[config.mk]
export PLATFORM = sky130hd
export DESIGN_NAME = uart_frame_rx
export DESIGN_NICKNAME = d
export VERILOG_FILES = /design/src/rtl/uart_frame_pkg.sv /design/src/rtl/uart_frame_rx.sv
export SDC_FILE = /design/constraint.sdc
export NUM_CORES = 1
export LEC_CHECK = 0
export BUFFER_PORTS_ARGS = -buffer_cell sky130_fd_sc_hd__buf_2
export CORE_UTILIZATION = 35
export DETAILED_ROUTE_END_ITERATION = 8
export PLACE_DENSITY_LB_ADDON = 0.08
export SYNTH_ARGS = -nofsm -noshare
export SYNTH_HDL_FRONTEND = slang
export SYNTH_SLANG_ARGS = --single-unit
[constraint.sdc]
create_clock -name clk -period 4.1 [get_ports clk]
set_input_delay 0.205 -clock clk [delete_from_list [all_inputs] [get_ports clk]]
set_output_delay 0.205 -clock clk [all_outputs]
set_load 0.02 [all_outputs]
[src/rtl/uart_frame_pkg.sv]
// rtl/uart_frame_pkg.sv - shared frame state, default constants and checksum helper
package uart_frame_pkg;

    typedef enum logic [1:0] {
        IDLE    = 2'd0,
        PAYLOAD = 2'd1,
        CHECK   = 2'd2
    } frame_state_t;

    localparam logic [7:0] SYNC_BYTE_DEF     = 8'hA5;
    localparam int         PAYLOAD_BYTES_DEF = 4;

    // Running XOR checksum step; the transmit framer uses the same fold.
    function automatic logic [7:0] xor_update(input logic [7:0] acc, input logic [7:0] data_byte);
        return acc ^ data_byte;
    endfunction

endpackage

[src/rtl/uart_frame_rx.sv]
// rtl/uart_frame_rx.sv - RX frame decoder (sync, payload, XOR checksum); optional timeout via UART_FRAME_RX_TIMEOUT_EN
module uart_frame_rx
    import uart_frame_pkg::*;
#(
    parameter int         PAYLOAD_BYTES = PAYLOAD_BYTES_DEF,
    parameter logic [7:0] SYNC_BYTE     = SYNC_BYTE_DEF,
    parameter int         TIMEOUT_CYC   = 100000
) (
    input  logic                       clk,
    input  logic                       rst,
    input  logic                       rx_empty,
    input  logic [7:0]                 r_data,
    output logic                       rd_uart,
    output logic [8*PAYLOAD_BYTES-1:0] frame_data,
    output logic                       frame_valid,
    output logic                       chk_err,
    output logic                       busy
);

    localparam int IDX_W = $clog2(PAYLOAD_BYTES + 1);
    localparam logic [IDX_W-1:0] LAST_IDX = IDX_W'(PAYLOAD_BYTES - 1);

    // Reject nonsensical configurations at elaboration.
    if (PAYLOAD_BYTES < 1 || PAYLOAD_BYTES > 8 || TIMEOUT_CYC < 1) begin : g_bad_param
        $error("uart_frame_rx: PAYLOAD_BYTES must be 1..8 and TIMEOUT_CYC >= 1");
    end

    frame_state_t                 state;
    logic [IDX_W-1:0]             idx;
    logic [7:0]                   csum;
    logic [8*PAYLOAD_BYTES-1:0]   shadow;
    logic                         consume;
    logic                         tmo_fire;

    // The FIFO is never back-pressured: pop whenever a byte is waiting.
    always_comb begin
        rd_uart = !rx_empty && !rst;
        consume = rd_uart;
    end

`ifdef UART_FRAME_RX_TIMEOUT_EN
    localparam int TMO_W = $clog2(TIMEOUT_CYC + 1);
    logic [TMO_W-1:0] tmo_cnt;

    // Timeout fires on the idle cycle that would bring the count to TIMEOUT_CYC.
    always_comb begin
        tmo_fire = (state != IDLE) && !consume && (tmo_cnt == TMO_W'(TIMEOUT_CYC - 1));
    end

    // Count idle cycles mid-frame; any consumed byte or IDLE clears it.
    always_ff @(posedge clk) begin
        if (rst || state == IDLE || consume || tmo_fire) begin
            tmo_cnt <= '0;
        end else begin
            tmo_cnt <= tmo_cnt + TMO_W'(1);
        end
    end
`else
    // Without the timeout the FSM waits indefinitely mid-frame.
    always_comb begin
        tmo_fire = 1'b0;
    end
`endif

    // Frame FSM: sync hunt, payload collection, checksum compare; strobes registered.
    always_ff @(posedge clk) begin
        if (rst) begin
            state       <= IDLE;
            idx         <= '0;
            csum        <= '0;
            shadow      <= '0;
            frame_data  <= '0;
            frame_valid <= 1'b0;
            chk_err     <= 1'b0;
            busy        <= 1'b0;
        end else begin
            frame_valid <= 1'b0;
            chk_err     <= 1'b0;
            if (consume) begin
                case (state)
                    IDLE: begin
                        if (r_data == SYNC_BYTE) begin
                            state <= PAYLOAD;
                            busy  <= 1'b1;
                            idx   <= '0;
                            csum  <= '0;
                        end
                    end
                    PAYLOAD: begin
                        // A sync value here is ordinary data; there is no resync.
                        for (int i = 0; i < PAYLOAD_BYTES; i++) begin
                            if (idx == IDX_W'(i)) begin
                                shadow[8*i +: 8] <= r_data;
                            end
                        end
                        csum <= xor_update(csum, r_data);
                        if (idx == LAST_IDX) begin
                            state <= CHECK;
                        end else begin
                            idx <= idx + IDX_W'(1);
                        end
                    end
                    CHECK: begin
                        if (r_data == csum) begin
                            frame_data  <= shadow;
                            frame_valid <= 1'b1;
                        end else begin
                            chk_err <= 1'b1;
                        end
                        state <= IDLE;
                        busy  <= 1'b0;
                        idx   <= '0;
                    end
                    default: begin
                        state <= IDLE;
                        busy  <= 1'b0;
                    end
                endcase
            end else if (tmo_fire) begin
                state   <= IDLE;
                busy    <= 1'b0;
                chk_err <= 1'b1;
                idx     <= '0;
                csum    <= '0;
            end
        end
    end

endmodule

==> results_dict.tcl <==
set metrics [dict create \
    grt_pass1_wl_mm 11.6 \
    fmax_ghz 0.453 \
    grt.total_usage_pct 14.9 \
    hpwl_mm 4.57 \
    antenna_found_initial 1 \
    power_density_nw_per_um2 348 \
    cts_setup_buffers 0 \
    slew_headroom_pct 44.7 \
    overflow 0 \
    first_global_vias 2179 \
    power_mw 1.37 \
    setup_viol 0 \
    synth_area_leaders "dfxtp_1 46%, mux2i_1 6.9%, mux2_2 6.1%" \
    place_congestion 0.757 \
    drive_above_1_share_pct 27.2 \
    critPathCaptureType "flip-flop" \
    vias 2349 \
    synth_common_cells "80 x dfxtp_1, 33 x nand2b_1, 32 x nor2b_1" \
    cts_resized 0 \
    yosysSeqAreaShare_pct 45.8 \
    rsz0062_at_grt "no" \
    numPortBuffers 46 \
    cts_buffer_depth 2 \
    crit_type "reg -> reg" \
    cp_max_fo 17 \
    areaGrowthSynthToFinish_pct 12.3 \
    ys_seq_elements 80 \
    peakVddDrop_uv 166 \
    clk_pin_slew_ns 0.09 \
    start_util_pct 35.9 \
    r2r_setup_slack_ns 1.89 \
    postCtsHoldBufs 0 \
    slew_viol_final 0 \
    seq_area_sq_um 1600 \
    final.fill_count 997 \
    drv_cap 0 \
    multiInputGateArea_sq_um 1690 \
    worstSkewPairLatency_ns 0.35 \
    wl_mm 7.16 \
    async_flop_share_pct 0 \
    min_path_cells 2 \
    syn_inst 339 \
    p_leak_nw 1.70 \
    yosys.area.top_type "dfxtp_1" \
    syn-num-nets 355 \
    endpoint "shadow[25]" \
    cts_sinks 80 \
    fin_crit_ns 2.21 \
    syn-cell-area_sq_um 3500 \
    synth_edf_count 0 \
    cts-buffers-inserted 9 \
    synth_warnings 0 \
    dieArea_sq_um 10400 \
    synth_cell_types 39 \
    route.detailed.vias_per_inst 4.60 \
    reg2regPathDepth 3 \
    fin_tns_setup_ns 0 \
    die_h_um 102 \
    r2r-end "shadow[25]" \
    io_pins 47 \
    finalCritPeriodShare_pct 53.8 \
    crit_required_ns 4.31 \
    status "completed" \
    hp-class "in -> reg" \
    hold_viol 0 \
    reg2reg_from "state[0]" \
    route.detailed.drc 0 \
    yosysMostFrequentCell "dfxtp_1" \
    grt_max_degree 76 \
    tightestPinTransition_ns 0.828 \
    synth.avg_cell_area_sq_um 10.3 \
    core_area_sq_um 9730 \
    finClkSkew_ns 0.00995 \
    yosys.area.top_type_share_pct 45.8 \
    cp.arrival_ns 2.42 \
    cts_max_level 3 \
    drt_first_pass_iters 4 \
    cts_tree "yes" \
    rows 36 \
    synth_ff_type "dfxtp_1" \
    drtIter0Drc 100 \
    root_buffer "clkbuf_8" \
    start_kind "flip-flop" \
    wl_per_cell_um 14.0 \
    die_w_um 102 \
    num-nets-final 389 \
    diodes 0 \
    ant_nets 0 \
    crit_path_start "state[0]" \
]
state kept, by name, summed over array words and instances, names as in the netlist:
name,count
frame_data,32
chk_err,1
shadow,32
csum,8
idx,3
state,2
frame_valid,1
busy,1
critical path, cell delays in order, from the launching register on:
cell and delay, ns:
dfxtp_1 0.46, nor4b_2 0.72, and2_0 0.70, o21ai_0 0.19
per-layer routing:
layer	wire length (um)	up-vias	part of all wire (%)	track usage, %
met3	363	14	5.1	3.69
li1	-	1202	-	-
met2	3160	55	44	23.0
met1	3490	1078	49	19.7
met4	150	0	2.1	6.70
met5	0	-	0	0
report_power, final:
group	switching (mW)	internal (mW)
clock	0.315	0.227
combinational	0.0331	0.0150
sequential	0.0000892	0.776
worst min path at each step:
| stage | start | slack, ns | to |
|---|---|---|---|
| after global placement | frame_data[5] | 0.46 | frame_data[5] |
| after global routing | rst | 0.14 | csum[5] |
| after CTS | rst | 0.13 | csum[5] |
| after detailed placement | frame_data[6] | 0.46 | frame_data[6] |
| after floorplan | r_data[7] | 0.31 | shadow[31] |
| final | rst | 0.14 | csum[5] |
through the flow:
step	util, %	setup slack [ns]	area [sq um]	cells	hold slack, ns
global route	40.3	1.62	3930	511	0.137
detailed placement	38.5	1.86	3750	495	0.463
finish	40.3	1.89	3930	511	0.142
floorplan	-	2.09	3500	339	0.314
CTS	40.3	1.85	3930	511	0.132
global placement	38.5	1.89	3750	495	0.461
final cells by class:
class | instances | share of cell area, %
Sequential cell | 80 | 40.8
Multi-Input combinational cell | 221 | 43.0
Clock inverter | 7 | 1.40
Timing Repair Buffer | 47 | 6.06
Tap cell | 133 | 4.24
Inverter | 14 | 1.37
Clock buffer | 9 | 3.16
logic make-up after synthesis:
family                   after synthesis  synth area share (%)
buffers and inverters                 38                  5.94
multiplexers                          56                  18.6
flip-flops                            80                  45.8
XOR/XNOR                               8                  2.00
adder cells (fa/ha/maj)                5                  1.79
AND/OR/NAND/NOR                      109                  19.2
AO/OA/AOI/OAI                         43                  6.66
cell usage in the layout, fill, tap and decap left out, types with 2 or more instances in the layout:
| master | Yosys | routed |
|---|---|---|
| nand2b_1 | 33 | 33 |
| mux2i_1 | 24 | 24 |
| buf_2 | 3 | 46 |
| and4bb_2 | 2 | 2 |
| o21ai_0 | 24 | 24 |
| inv_6 | 0 | 2 |
| dfxtp_1 | 80 | 80 |
| nor2b_1 | 32 | 32 |
| nand3b_1 | 6 | 6 |
| mux2_2 | 19 | 19 |
| ha_1 | 5 | 5 |
| o211ai_1 | 2 | 2 |
| clkinv_2 | 1 | 3 |
| inv_1 | 12 | 12 |
| nor2_1 | 4 | 4 |
| nor3_1 | 5 | 5 |
| xnor2_1 | 8 | 8 |
| a21oi_1 | 13 | 13 |
| mux2_4 | 13 | 13 |
| nand2_1 | 15 | 15 |
| clkbuf_8 | 0 | 9 |
| or4_1 | 3 | 3 |
Note: power is estimated with default switching activity, not from simulation.
